## config.mk

```make
export PLATFORM = sky130hd
export DESIGN_NAME = adrv9001_tx_sched
export DESIGN_NICKNAME = d
export VERILOG_FILES = /design/src/rtl/adrv9001_tx_sched.sv
export SDC_FILE = /design/constraint.sdc
export NUM_CORES = 1
export LEC_CHECK = 0
export ABC_AREA = 0
export BUFFER_PORTS_ARGS = -buffer_cell sky130_fd_sc_hd__buf_2
export CELL_PAD_IN_SITES_DETAIL_PLACEMENT = 0
export CELL_PAD_IN_SITES_GLOBAL_PLACEMENT = 1
export CORE_ASPECT_RATIO = 0.8
export CORE_MARGIN = 8
export CORE_UTILIZATION = 48
export DETAILED_ROUTE_END_ITERATION = 10
export GPL_ROUTABILITY_DRIVEN = 0
export PLACE_DENSITY = 0.84
export REMOVE_ABC_BUFFERS = 1
export SYNTH_ARGS = -nofsm -noshare
export SYNTH_HDL_FRONTEND = slang
export SYNTH_SLANG_ARGS = --single-unit
```

## constraint.sdc

```tcl
create_clock -name clk -period 14.7 [get_ports clk]
set_input_delay 0.735 -clock clk [delete_from_list [all_inputs] [get_ports clk]]
set_output_delay 0.735 -clock clk [all_outputs]
set_load 0.01 [all_outputs]
```

## src/rtl/adrv9001_tx_sched.sv

```systemverilog
// adrv9001_tx_sched: timed burst scheduler for one ADRV9001 TX channel.
// Optional status counters are built when ADRV9001_TX_SCHED_STATUS_EN is defined.
module adrv9001_tx_sched #(
    parameter int CMD_FIFO_AW  = 3,
    parameter int TAIL_SAMPLES = 16
) (
    input  logic        clk,
    input  logic        rstn,
    input  logic [47:0] s_cmd_tdata,
    input  logic        s_cmd_tvalid,
    output logic        s_cmd_tready,
    input  logic        abort,
    input  logic [31:0] s_axis_tdata,
    input  logic        s_axis_tvalid,
    output logic        s_axis_tready,
    output logic [31:0] m_axis_tdata,
    output logic        m_axis_tvalid,
    input  logic        m_axis_tready,
    output logic        tx_enable,
    output logic [31:0] timestamp,
    output logic        busy,
    output logic        late_err,
    output logic [15:0] burst_cnt,
    output logic [15:0] underflow_cnt
);

    localparam int          DEPTH  = 1 << CMD_FIFO_AW;
    localparam logic [15:0] TAIL16 = 16'(TAIL_SAMPLES);

    typedef enum logic [1:0] {
        S_IDLE,
        S_WAIT,
        S_BURST,
        S_TAIL
    } state_t;

    state_t               state_q, state_d;
    logic                 ce_q;
    logic [31:0]          ts_q;
    logic                 init_q;
    logic [47:0]          mem_q [DEPTH];
    logic [CMD_FIFO_AW:0] wr_q, rd_q;
    logic [31:0]          start_q, start_d;
    logic [15:0]          rem_q, rem_d;
    logic [15:0]          tail_q, tail_d;
    logic                 txen_q, txen_d;
    logic                 late_q, late_d;

    logic        full, empty, push, pop;
    logic        in_burst, hs, is_late;
    logic [47:0] head;
    logic [15:0] head_len;
    logic [31:0] head_start, diff;

    assign empty = (wr_q == rd_q);
    assign full  = (wr_q[CMD_FIFO_AW] != rd_q[CMD_FIFO_AW]) &&
                   (wr_q[CMD_FIFO_AW-1:0] == rd_q[CMD_FIFO_AW-1:0]);

    assign s_cmd_tready = init_q && !full && !abort;
    assign push         = s_cmd_tvalid && s_cmd_tready;
    assign pop          = (state_q == S_IDLE) && !empty && !abort;

    assign head       = mem_q[rd_q[CMD_FIFO_AW-1:0]];
    assign head_len   = head[47:32];
    assign head_start = head[31:0];
    // Signed mod-2^32 distance: zero or negative means the start is already past.
    assign diff       = head_start - ts_q;
    assign is_late    = (diff == 32'd0) || diff[31];

    assign in_burst = (state_q == S_BURST);
    assign hs       = s_axis_tvalid && m_axis_tready;

    assign m_axis_tdata  = s_axis_tdata;
    assign m_axis_tvalid = in_burst && s_axis_tvalid;
    assign s_axis_tready = in_burst && m_axis_tready;

    assign tx_enable = txen_q;
    assign timestamp = ts_q;
    assign late_err  = late_q;
    assign busy      = (state_q != S_IDLE) || !empty;

    // Command storage; contents need no reset, pointers define validity.
    always_ff @(posedge clk) begin
        if (push) begin
            mem_q[wr_q[CMD_FIFO_AW-1:0]] <= s_cmd_tdata;
        end
    end

    // FIFO pointers; abort flushes the queue.
    always_ff @(posedge clk or negedge rstn) begin
        if (!rstn) begin
            wr_q <= '0;
            rd_q <= '0;
        end else if (abort) begin
            wr_q <= '0;
            rd_q <= '0;
        end else begin
            if (push) wr_q <= wr_q + 1'b1;
            if (pop)  rd_q <= rd_q + 1'b1;
        end
    end

    // Sample-rate tick and free-running sample counter.
    always_ff @(posedge clk or negedge rstn) begin
        if (!rstn) begin
            ce_q   <= 1'b0;
            ts_q   <= '0;
            init_q <= 1'b0;
        end else begin
            ce_q   <= ~ce_q;
            ts_q   <= ts_q + {31'b0, ce_q};
            init_q <= 1'b1;
        end
    end

    // Scheduler next-state logic.
    always_comb begin
        state_d = state_q;
        start_d = start_q;
        rem_d   = rem_q;
        tail_d  = tail_q;
        txen_d  = txen_q;
        late_d  = 1'b0;
        unique case (state_q)
            S_IDLE: begin
                if (pop && head_len != 16'd0) begin
                    if (is_late) begin
                        late_d = 1'b1;
                    end else begin
                        start_d = head_start;
                        rem_d   = head_len;
                        state_d = S_WAIT;
                    end
                end
            end
            S_WAIT: begin
                if (ce_q && ts_q == start_q) begin
                    txen_d  = 1'b1;
                    state_d = S_BURST;
                end
            end
            S_BURST: begin
                if (hs) begin
                    rem_d = rem_q - 16'd1;
                    if (rem_q == 16'd1) begin
                        tail_d  = TAIL16;
                        state_d = S_TAIL;
                    end
                end
            end
            S_TAIL: begin
                if (tail_q == 16'd0) begin
                    txen_d  = 1'b0;
                    state_d = S_IDLE;
                end else if (ce_q) begin
                    tail_d = tail_q - 16'd1;
                end
            end
            default: state_d = S_IDLE;
        endcase
        if (abort) begin
            state_d = S_IDLE;
            txen_d  = 1'b0;
        end
    end

    // Scheduler state registers.
    always_ff @(posedge clk or negedge rstn) begin
        if (!rstn) begin
            state_q <= S_IDLE;
            start_q <= '0;
            rem_q   <= '0;
            tail_q  <= '0;
            txen_q  <= 1'b0;
            late_q  <= 1'b0;
        end else begin
            state_q <= state_d;
            start_q <= start_d;
            rem_q   <= rem_d;
            tail_q  <= tail_d;
            txen_q  <= txen_d;
            late_q  <= late_d;
        end
    end

`ifdef ADRV9001_TX_SCHED_STATUS_EN
    logic [15:0] bcnt_q, ucnt_q;
    logic        burst_done, uf_ev;

    assign burst_done = (state_q == S_TAIL) && (tail_q == 16'd0) && !abort;
    assign uf_ev      = in_burst && m_axis_tready && !s_axis_tvalid;

    // Completed-burst (wrapping) and underflow (saturating) counters.
    always_ff @(posedge clk or negedge rstn) begin
        if (!rstn) begin
            bcnt_q <= '0;
            ucnt_q <= '0;
        end else begin
            if (burst_done) bcnt_q <= bcnt_q + 16'd1;
            if (uf_ev && ucnt_q != 16'hFFFF) ucnt_q <= ucnt_q + 16'd1;
        end
    end

    assign burst_cnt     = bcnt_q;
    assign underflow_cnt = ucnt_q;
`else
    assign burst_cnt     = '0;
    assign underflow_cnt = '0;
`endif

endmodule
```

==> results.md <==
- Post-synth cell types: 73
- WL final: approximately 55000 um
- Initial antenna violation count: 7
- Synthesized area per cell: between 10 and 15 sq um
- Share of cells above drive strength 1: 21.6%
- RSZ-0062 raised after global routing: no
- Synth warn: 0
- CP Cell Sequence: buf_4 -> mux4_2 -> mux2_2 -> ha_1 -> a21oi_1 -> o21ai_0 -> a21oi_1 -> o21ai_0 -> or4_4 -> a2111oi_2 -> nor4b_1 -> and4bb_1 -> nor3_2 -> nor2_1 -> a221oi_1
- Slew HR: about 17%
- Core ar.: approximately 47000 sq um
- Top FF cell, synth: edfxtp_1
- Filler cell count in the final layout: approximately 3.7k
- Pwr Total: about 4 mW
- CTS tree: built
- Status: finished clean
- Die ar.: between 50000 and 60000 sq um
- IO buf count: 91
- Peak Freq: between 150 and 200 MHz
- Largest stage delay, worst path: around 0.86 ns
- Root Buffer: clkbuf_16
- Via density: about 6
- Max clock buf depth: 3
- First-pass GRT wire length: ~84000 um
- Vias in the first global route: around 14k
- Clock latency on the worst-skew pair: about 0.59 ns
- H-tree levels: 2
- Layout Skew: approximately 0.018 ns
- Final Hold Vio Count: 0
- Critical-path top delay cell: nor2_1
- IO Pins: 188
- Wire length per cell: approximately 24 um
- Clock Sinks: ~490
- Largest net degree at the start of global routing: 70
- Ys async rst share: between 20 and 25%
- Peak supply drop: 0.0889 mV
- # DRC: 0
- Max Cap Violations: 0
- Die boundary width: 261 um
- Cts hold-fix bufs: 0
- WP buf/inv: 1
- Pwr Density: between 150 and 200 nW/um^2
- # resized after CTS: 0
- WP data required: about 15 ns
- CP Capture Type: register
- Crit path arrival time: roughly 7 ns
- All-layer global routing usage: about a fifth
- Setup TNS: 0 ns
- NumNets Final: around 1.7k
- Post-DP HPWL: between 30000 and 40000 um
- Iter 0 DRT Violations: ~1.5k
- Sequential element share of the synthesized area: between 60% and 70%
- Worst Setup Start Kind: register
- Cell Area, Synth: ~23000 sq um
- Post-DRT Antenna Nets: 0
- Die height: 212 um
- Row count: 71
- Worst reg-to-reg setup slack: 8.14 ns
- FF+latch count, synth: a little under 500
- Part of the cycle the worst path needs: about 45%
- Grt ovf: 0
- Worst Hold Class: in -> async
- Util after Layout: 53.8%
- CTS Buf Count: between 40 and 50
- Setup Buffers After CTS: 0
- Slew Viols, Final: 0
- Cells after Synth: 1561
- Final setup viols: 0
- Leakage: between 8 and 9 nW
- Initial Util: 48.8%
- Critical path class: reg -> reg
- Slew of the pin with the lowest slew margin: 1.23 ns
- Crit path max fanout: 35
- Clock slew at reported path FFs: around 0.060 ns
- Drt first pass iters: 6
- EDFF count, synth: between 300 and 400
- Crit path max-delay family: simple AND/OR/NAND/NOR gates
- Vias: between 10k and 15k
- Layout area overhead: 10.2%
- Tmin final: ~6.6 ns
## area by class of cell
class	count	area, sq um	share of cell area (%)
flip-flops and latches	494	14300	56.3
well taps	620	776	3.06
inverters	54	203	0.799
diodes	2	5.00	0.0197
multi-input cells	911	7930	31.2
repair buffers	108	586	2.31
clock inverters	27	256	1.01
clock buffers	64	1320	5.21
## synthesized netlist by cell type (6+ instances only)
master | number | area share (%)
nand4_1 | 30 | 0.82
a211o_1 | 7 | 0.27
buf_4 | 64 | 2.1
a221oi_1 | 6 | 0.23
inv_1 | 53 | 0.86
mux2_2 | 31 | 1.5
mux2_4 | 28 | 1.8
or3_1 | 9 | 0.24
a21oi_1 | 57 | 1.2
and3_1 | 12 | 0.33
o22ai_1 | 9 | 0.24
nor2b_1 | 9 | 0.24
a31oi_1 | 6 | 0.16
o21ai_0 | 46 | 1.0
buf_1 | 11 | 0.18
a21o_1 | 10 | 0.33
dfrtp_1 | 110 | 12
nand2b_1 | 13 | 0.35
nand2_1 | 90 | 1.5
xnor2_1 | 69 | 2.6
buf_2 | 10 | 0.22
nor4_1 | 20 | 0.54
and2_1 | 10 | 0.27
xor2_1 | 23 | 0.88
nor3_1 | 35 | 0.76
clkbuf_1 | 43 | 0.70
o21a_1 | 12 | 0.39
nand3_1 | 37 | 0.80
mux2i_1 | 29 | 1.3
ha_1 | 42 | 2.3
edfxtp_1 | 384 | 50
mux4_2 | 96 | 9.4
nor2_1 | 64 | 1.0
a211oi_1 | 7 | 0.23
## cell families (layout without fill, tap and decap cells)
| kind of cell | count (synthesis) | after routing | synth area share [%] |
|---|---|---|---|
| other | 2 | 35 | 0.0326 |
| XOR/XNOR | 92 | 92 | 3.50 |
| buffers and inverters | 187 | 253 | 4.31 |
| adder cells (fa/ha/maj) | 43 | 43 | 2.37 |
| AND/OR/NAND/NOR | 349 | 349 | 7.69 |
| flip-flops | 494 | 494 | 62.1 |
| AO/OA/AOI/OAI | 210 | 210 | 6.05 |
| multiplexers | 184 | 184 | 14.0 |
## sequential cells by signal, summed over array words and instances (netlist names)
| name | flops |
|---|---|
| wr_q | 4 |
| late_err | 1 |
| state_q | 2 |
| mem_q | 384 |
| tail_q | 16 |
| timestamp | 32 |
| rd_q | 4 |
| init_q | 1 |
| start_q | 32 |
| tx_enable | 1 |
| ce_q | 1 |
| rem_q | 16 |
## layout by cell type, fill, tap and decap left out, types with 11 or more instances in the layout
master / netlist / final
nor4_1: 20 / 19
xor2_1: 23 / 23
conb_1: 2 / 33
ha_1: 42 / 42
mux2i_1: 29 / 29
inv_1: 53 / 53
nand4_1: 30 / 30
clkbuf_16: 0 / 49
buf_2: 10 / 90
a21oi_1: 57 / 57
nand2b_1: 13 / 13
clkbuf_1: 43 / 11
mux2_2: 31 / 31
xnor2_1: 69 / 69
nor3_1: 35 / 32
buf_4: 64 / 18
dfrtp_1: 110 / 107
o21a_1: 12 / 12
nand3_1: 37 / 37
and3_1: 12 / 12
edfxtp_1: 384 / 384
mux2_4: 28 / 28
nand2_1: 90 / 90
nor2_1: 64 / 58
o21ai_0: 46 / 46
mux4_2: 96 / 96
## path summary, 6_finish.rpt
kind	startpoint	to	depth (start not counted)
setup / recovery	rd_q[0]	rem_q[4]	15
hold reg to reg	wr_q[3]	wr_q[3]	1
min in group clk	s_cmd_tdata[15]	mem_q[3][15]	1
hold / removal	rstn	rem_q[5]	1
max in group asynchronous	rstn	timestamp[11]	2
setup reg to reg	rd_q[0]	rem_q[4]	15
## layer usage
layer  wire [um]  up-vias  track usage, %  share of wire [%]
li1            -     6015               -                  -
met1       24900     7024            28.8                 45
met2       24100      557            29.5                 44
met3        4450       98            4.93                8.1
met4        1230        8            5.07                2.2
met5          55        -          0.0895               0.10
## metrics by stage
step	hold slack, ns	cells	instance area (sq um)	setup WS (ns)
2_1_floorplan	0.433	1459	22300	2.33
3_3_place_gp	0.483	2187	23800	8.24
3_5_place_dp	0.498	2187	23800	8.22
4_1_cts	0.156	2278	25400	8.20
5_1_grt	0.182	2279	25400	7.71
6_report	0.141	2280	25400	8.14
## where the power goes
part           switching (mW)  internal, mW  total [mW]
clock network           0.529         0.708        1.24
logic                   0.613         0.525        1.14
registers               0.115          1.60        1.72
total                    1.26          2.84        4.09
Note: power is estimated with default switching activity, not from simulation.
